<file path="src/rtl/ed25519_pkg.sv">
// ed25519_pkg: shared stream geometry and FSM state encoding for the ed25519 stream master.
// Revision: 1.0
`default_nettype none
`timescale 1ns/1ps

package ed25519_pkg;

  localparam int WORD_W    = 64;
  localparam int IN_BEATS  = 12;
  localparam int OUT_BEATS = 8;
  localparam int COORD_W   = 4 * WORD_W;

  typedef enum logic [1:0] {
    S_IDLE = 2'd0,
    S_SEND = 2'd1,
    S_RECV = 2'd2,
    S_DONE = 2'd3
  } stream_state_t;

endpackage

`default_nettype wire

</file>
<file path="src/rtl/ed25519_word_shifter.sv">
// ed25519_word_shifter: word-granular register with parallel load and MSB-first shift.
// Revision: 1.0
`default_nettype none
`timescale 1ns/1ps

module ed25519_word_shifter #(
  parameter int WORD_W = 64,
  parameter int DEPTH  = 12
) (
  input  logic                     i_clk,
  input  logic                     i_rst,
  input  logic                     i_clear,
  input  logic                     i_load,
  input  logic                     i_shift,
  input  logic [WORD_W*DEPTH-1:0]  i_load_data,
  input  logic [WORD_W-1:0]        i_word,
  output logic [WORD_W*DEPTH-1:0]  o_data
);

  logic [WORD_W*DEPTH-1:0] data_q;

  // Shift moves the register one word toward the MSB end and appends i_word.
  always_ff @(posedge i_clk or posedge i_rst) begin
    if (i_rst) begin
      data_q <= '0;
    end else if (i_clear) begin
      data_q <= '0;
    end else if (i_load) begin
      data_q <= i_load_data;
    end else if (i_shift) begin
      data_q <= {data_q[WORD_W*(DEPTH-1)-1:0], i_word};
    end
  end

  assign o_data = data_q;

endmodule

`default_nettype wire

</file>
<file path="src/rtl/ed25519_stream_master.sv">
// ed25519_stream_master: serialises one (M, x, y) job into 12 stream beats and collects 8 result beats.
// Revision: 1.0
`default_nettype none
`timescale 1ns/1ps

module ed25519_stream_master
  import ed25519_pkg::*;
#(
  parameter int TIMEOUT_CYCLES = 1000000
) (
  input  logic                i_clk,
  input  logic                i_rst,
  input  logic                i_job_valid,
  output logic                o_job_ready,
  input  logic [COORD_W-1:0]  i_job_m,
  input  logic [COORD_W-1:0]  i_job_x,
  input  logic [COORD_W-1:0]  i_job_y,
  output logic                o_in_valid,
  input  logic                i_in_ready,
  output logic [WORD_W-1:0]   o_in_data,
  input  logic                i_out_valid,
  output logic                o_out_ready,
  input  logic [WORD_W-1:0]   i_out_data,
  output logic                o_res_valid,
  input  logic                i_res_ready,
  output logic [COORD_W-1:0]  o_res_x,
  output logic [COORD_W-1:0]  o_res_y,
  output logic                o_res_timeout,
  output logic                o_busy
);

  localparam int TX_W = WORD_W * IN_BEATS;
  localparam int RX_W = WORD_W * OUT_BEATS;
  localparam int WD_W = (TIMEOUT_CYCLES > 0) ? $clog2(TIMEOUT_CYCLES + 1) : 1;
  localparam logic [WD_W-1:0] WD_LIMIT = (TIMEOUT_CYCLES > 0) ? WD_W'(TIMEOUT_CYCLES - 1) : '0;
  localparam logic [WD_W-1:0] WD_MAX   = {WD_W{1'b1}};
  localparam logic [3:0] LAST_IN  = 4'(IN_BEATS - 1);
  localparam logic [3:0] LAST_OUT = 4'(OUT_BEATS - 1);

  stream_state_t        state_q;
  logic [3:0]           beat_cnt_q;
  logic [WD_W-1:0]      wd_cnt_q;
  logic                 job_ready_q;
  logic                 in_valid_q;
  logic                 out_ready_q;
  logic                 res_valid_q;
  logic                 res_timeout_q;
  logic                 busy_q;
  logic [COORD_W-1:0]   res_x_q;
  logic [COORD_W-1:0]   res_y_q;

  logic                 tx_load_w;
  logic                 tx_shift_w;
  logic                 rx_shift_w;
  logic                 rx_clear_w;
  logic                 wd_expire_w;
  logic [TX_W-1:0]      tx_data_w;
  logic [RX_W-1:0]      rx_data_w;
  logic [RX_W-1:0]      rx_next_w;
  logic                 unused_w;

  assign tx_load_w   = (state_q == S_IDLE) && job_ready_q && i_job_valid;
  assign tx_shift_w  = (state_q == S_SEND) && in_valid_q && i_in_ready;
  assign rx_shift_w  = (state_q == S_RECV) && out_ready_q && i_out_valid;
  // A beat landing on the expiry cycle takes priority over the watchdog.
  assign wd_expire_w = (TIMEOUT_CYCLES != 0) && (state_q == S_RECV) && !rx_shift_w
                       && (wd_cnt_q == WD_LIMIT);
  assign rx_clear_w  = tx_load_w || wd_expire_w;
  assign rx_next_w   = {rx_data_w[RX_W-WORD_W-1:0], i_out_data};

  ed25519_word_shifter #(
    .WORD_W (WORD_W),
    .DEPTH  (IN_BEATS)
  ) u_tx_shifter (
    .i_clk       (i_clk),
    .i_rst       (i_rst),
    .i_clear     (1'b0),
    .i_load      (tx_load_w),
    .i_shift     (tx_shift_w),
    .i_load_data ({i_job_m, i_job_x, i_job_y}),
    .i_word      ({WORD_W{1'b0}}),
    .o_data      (tx_data_w)
  );

  ed25519_word_shifter #(
    .WORD_W (WORD_W),
    .DEPTH  (OUT_BEATS)
  ) u_rx_shifter (
    .i_clk       (i_clk),
    .i_rst       (i_rst),
    .i_clear     (rx_clear_w),
    .i_load      (1'b0),
    .i_shift     (rx_shift_w),
    .i_load_data ({RX_W{1'b0}}),
    .i_word      (i_out_data),
    .o_data      (rx_data_w)
  );

  assign unused_w = ^{tx_data_w[TX_W-WORD_W-1:0], rx_data_w[RX_W-1:RX_W-WORD_W]};

  always_ff @(posedge i_clk or posedge i_rst) begin
    if (i_rst) begin
      state_q       <= S_IDLE;
      beat_cnt_q    <= '0;
      wd_cnt_q      <= '0;
      job_ready_q   <= 1'b0;
      in_valid_q    <= 1'b0;
      out_ready_q   <= 1'b0;
      res_valid_q   <= 1'b0;
      res_timeout_q <= 1'b0;
      busy_q        <= 1'b0;
      res_x_q       <= '0;
      res_y_q       <= '0;
    end else begin
      case (state_q)
        S_IDLE: begin
          job_ready_q <= 1'b1;
          if (tx_load_w) begin
            job_ready_q <= 1'b0;
            in_valid_q  <= 1'b1;
            busy_q      <= 1'b1;
            beat_cnt_q  <= '0;
            state_q     <= S_SEND;
          end
        end
        S_SEND: begin
          if (tx_shift_w) begin
            if (beat_cnt_q == LAST_IN) begin
              in_valid_q  <= 1'b0;
              out_ready_q <= 1'b1;
              beat_cnt_q  <= '0;
              wd_cnt_q    <= '0;
              state_q     <= S_RECV;
            end else begin
              beat_cnt_q <= beat_cnt_q + 4'd1;
            end
          end
        end
        S_RECV: begin
          if (rx_shift_w) begin
            wd_cnt_q <= '0;
            if (beat_cnt_q == LAST_OUT) begin
              out_ready_q <= 1'b0;
              res_x_q     <= rx_next_w[RX_W-1:COORD_W];
              res_y_q     <= rx_next_w[COORD_W-1:0];
              res_valid_q <= 1'b1;
              beat_cnt_q  <= '0;
              state_q     <= S_DONE;
            end else begin
              beat_cnt_q <= beat_cnt_q + 4'd1;
            end
          end else if (wd_expire_w) begin
            out_ready_q   <= 1'b0;
            res_x_q       <= '0;
            res_y_q       <= '0;
            res_valid_q   <= 1'b1;
            res_timeout_q <= 1'b1;
            beat_cnt_q    <= '0;
            state_q       <= S_DONE;
          end else if (wd_cnt_q != WD_MAX) begin
            wd_cnt_q <= wd_cnt_q + WD_W'(1);
          end
        end
        S_DONE: begin
          // Ready is raised on the handshake edge so a waiting job lands one cycle later.
          if (i_res_ready) begin
            res_valid_q   <= 1'b0;
            res_timeout_q <= 1'b0;
            busy_q        <= 1'b0;
            job_ready_q   <= 1'b1;
            state_q       <= S_IDLE;
          end
        end
        default: begin
          state_q <= S_IDLE;
        end
      endcase
    end
  end

  assign o_job_ready   = job_ready_q;
  assign o_in_valid    = in_valid_q;
  assign o_in_data     = tx_data_w[TX_W-1:TX_W-WORD_W];
  assign o_out_ready   = out_ready_q;
  assign o_res_valid   = res_valid_q;
  assign o_res_x       = res_x_q;
  assign o_res_y       = res_y_q;
  assign o_res_timeout = res_timeout_q;
  assign o_busy        = busy_q;

endmodule

`default_nettype wire

</file>
<file path="config.mk">
export PLATFORM = sky130hd
export DESIGN_NAME = ed25519_stream_master
export DESIGN_NICKNAME = d
export VERILOG_FILES = /design/src/rtl/ed25519_pkg.sv /design/src/rtl/ed25519_word_shifter.sv /design/src/rtl/ed25519_stream_master.sv
export SDC_FILE = /design/constraint.sdc
export NUM_CORES = 2
export LEC_CHECK = 0
export ABC_CLOCK_PERIOD_IN_PS = 105700
export BUFFER_PORTS_ARGS = -buffer_cell sky130_fd_sc_hd__buf_2
export CAP_MARGIN = 20
export CORE_AREA = 2 2 558 560
export DETAILED_ROUTE_END_ITERATION = 16
export DIE_AREA = 0 0 560 562
export SLEW_MARGIN = 20
export SYNTH_ARGS = -nofsm -noshare
export SYNTH_HDL_FRONTEND = slang
export SYNTH_SLANG_ARGS = --single-unit
</file>
<file path="constraint.sdc">
create_clock -name i_clk -period 105.7 [get_ports i_clk]
set_clock_uncertainty 0.2 [all_clocks]
set_input_delay 10.57 -clock i_clk [delete_from_list [all_inputs] [get_ports i_clk]]
set_output_delay 10.57 -clock i_clk [all_outputs]
set_load 0.1 [all_outputs]
</file>
==> metrics.yaml <==
outcome: "finished clean"
root_buffer: "clkbuf_16"
die_w_um: 560
cp.arrival_ns: 15.51
period_share_pct: 14.2
yosysUniqueCellTypes: 57
peakVddDrop_v: 0.0000201
wl_met2_mm: 144
drv_cap: 0
slew_violations: 0
grt-ovfl-total: 0
start_kind: "primary input"
synth_top_cell_area_share_pct: 61.4
groute.usage.overall_pct: 19.8
clock-sinks: 1760
mostFrequentLayoutCells: "nand2_1, dfrtp_1, buf_2, nor2_1, a31oi_1"
multi_input_area_um2: 24500
ctsHoldBuffers: 0
initial_utilization_pct: 23.3
min_period_ns: 15.04
hold_start: "u_rx_shifter.o_data[69]"
synthCells: 7945
h-tree-depth: 4
hold_depth: 2
synth_area_um2: 71800
worst-setup-path-type: "primary input to flop"
via_per_inst: 4.62
reg2regPathDepth: 10
nNetsFinal: 9810
synth_edf_count: 0
setup_tns_ns: 0
routedWlPerCell_um: 24.2
row_count: 204
die_h_um: 562
p_leak_nw: 40.9
r2r_end: "o_res_x[182]"
finalHoldViolCount: 0
vias: 62188
ff2ff_setup_slack_ns: 99.66
cts_tree: "yes"
hpwl_mm: 247
ys.flop_type: "dfrtp_1"
gp_congestion: 0.940
first_pass_iters: 6
detail-route-antenna-nets: 0
required_ns: 106.17
port_buffers: 1419
grt_max_degree: 238
max_freq_mhz: 66.5
syn_to_final_growth_pct: 23.8
setup_viol: 0
netlist_top_cells_area: "dfrtp_1, nand2_1, a31oi_1"
clkTransAtPathRegs_ns: 0.06
first_global_vias: 57506
maxSlewHeadroom_pct: 25.3
drcViolationCount: 0
layout_setup_ws_ns: 90.66
worst_r2r_startpoint: "state_q[0]"
regArea_um2: 44000
finalPower_mw: 2.39
synth_top_area_cell: "dfrtp_1"
post-route-util_pct: 28.8
tightest_slew_ns: 1.12
min_to: "o_res_y[133]"
fillerInstances: 33462
grt_pass1_wl_mm: 449
cts_resized: 0
end_kind: "flop"
synthArstFlopShare_pct: 100
post_cts_buffers: 0
clkLatencyLatePin_ns: 0.91
startpoint: "i_out_valid"
min_path_type: "flop to flop"
wl_met3_mm: 27.5
antenna_found_initial: 235
fp.coreArea_um2: 308000
syn-num-nets: 8789
met1_length_mm: 130
clockBufferDepth: 4
first_iter_violations: 7026
crit_fanout: 215
ios: 1420
numCtsBuffers: 199
p_per_area_nw_per_um2: 26.9
yosysSeqAreaShare_pct: 61.4
post-place-ws_ns: 89.92
yosys_register_bits: 1760
syn_avg_cell_area_um2: 9.03
dieArea_um2: 315000
layout_commonest_cell: "nand2_1"
top_layer: "met5"
ys_warn_count: 0
drive_above_1_share_pct: 20.1
routed_wl_mm: 326
rsz0062_at_grt: "false"
==> power breakdown <==
part           switching (mW)  leakage (nW)  internal (mW)
sequential              0.106          22.1          0.849
combinational           0.518          15.5          0.196
clock                   0.301          3.32          0.417
total                   0.926          40.9           1.46
==> flip-flops by register name, indices dropped and copies added, names as in the netlist, 2 cells and up <==
| name | flops |
|---|---|
| u_rx_shifter.o_data | 448 |
| wd_cnt_q | 20 |
| u_tx_shifter.o_data | 768 |
| o_res_x | 256 |
| state_q | 2 |
| o_res_y | 256 |
| beat_cnt_q | 4 |
==> metal layers <==
layer / vias up / track usage [%]
met4: 42 / 14.1
met3: 698 / 5.87
met1: 30499 / 24.6
li1: 28570 / -
met5: - / 0
met2: 2379 / 29.4
==> through the flow <==
stage | instance area (µm²) | cells | hold WS, ns
after detailed placement | 81600 | 12885 | 0.264
after floorplan | 71800 | 7945 | 0.266
after global routing | 88800 | 13409 | 0.295
after global placement | 81600 | 12885 | 0.258
final | 88900 | 13455 | 0.269
after CTS | 88300 | 13245 | 0.278
==> synthesized netlist by cell type, types with 2 or more instances <==
cell / n
buf_4: 66
nor3_1: 4
nand4_1: 4
o2111ai_1: 4
a22o_1: 65
o2bb2ai_1: 2
a21oi_1: 458
or4_1: 5
and2_1: 2
nor2_1: 723
and4_1: 2
nand3_1: 16
nand2b_1: 2
clkbuf_1: 369
mux2i_1: 2
o31ai_1: 10
buf_1: 49
mux2_2: 2
a22oi_1: 3
o311ai_0: 4
and3_1: 10
buf_2: 151
nand2_1: 2900
a31o_2: 3
o21ai_1: 303
buf_6: 38
dfrtp_1: 1760
a31oi_1: 708
inv_1: 15
nand3b_1: 4
ha_1: 6
o21ai_0: 230
==> worst max path at each step <==
stage / end
floorplan: beat_cnt_q[0]
global placement: o_res_y[2]
detailed placement: o_res_y[4]
CTS: o_res_y[7]
global route: o_res_x[118]
finish: o_res_x[182]
==> final cells by class <==
cell class	instances	share of cell area (%)
Antenna cell	210	0.591
Clock buffer	294	6.59
Clock inverter	66	1.01
Inverter	15	0.0718
Multi-Input combinational cell	5496	27.6
Sequential cell	1760	49.6
Tap cell	4120	5.80
Timing Repair Buffer	1494	8.83
==> kinds of logic (layout without fill, tap and decap cells) <==
kind of cell	count (synthesis)	in the layout	share of synthesized area, %
muxes	4	4	0.0593
AOI/OAI and AO/OA	1803	1803	14.3
and+or+nand+nor	3683	3683	19.5
buffers and inverters	689	1869	4.61
DFF	1760	1760	61.4
other	0	210	0
adders and majority gates	6	6	0.105
==> worst max-delay path, stage by stage <==
cell	delay, ns
buf_2	0.18
a21boi_2	0.23
nand3_1	0.49
o21ba_4	0.77
buf_4	0.74
buf_4	0.57
buf_12	0.58
buf_4	0.82
o21ai_0	0.21
(Power assumes the default switching activity.)
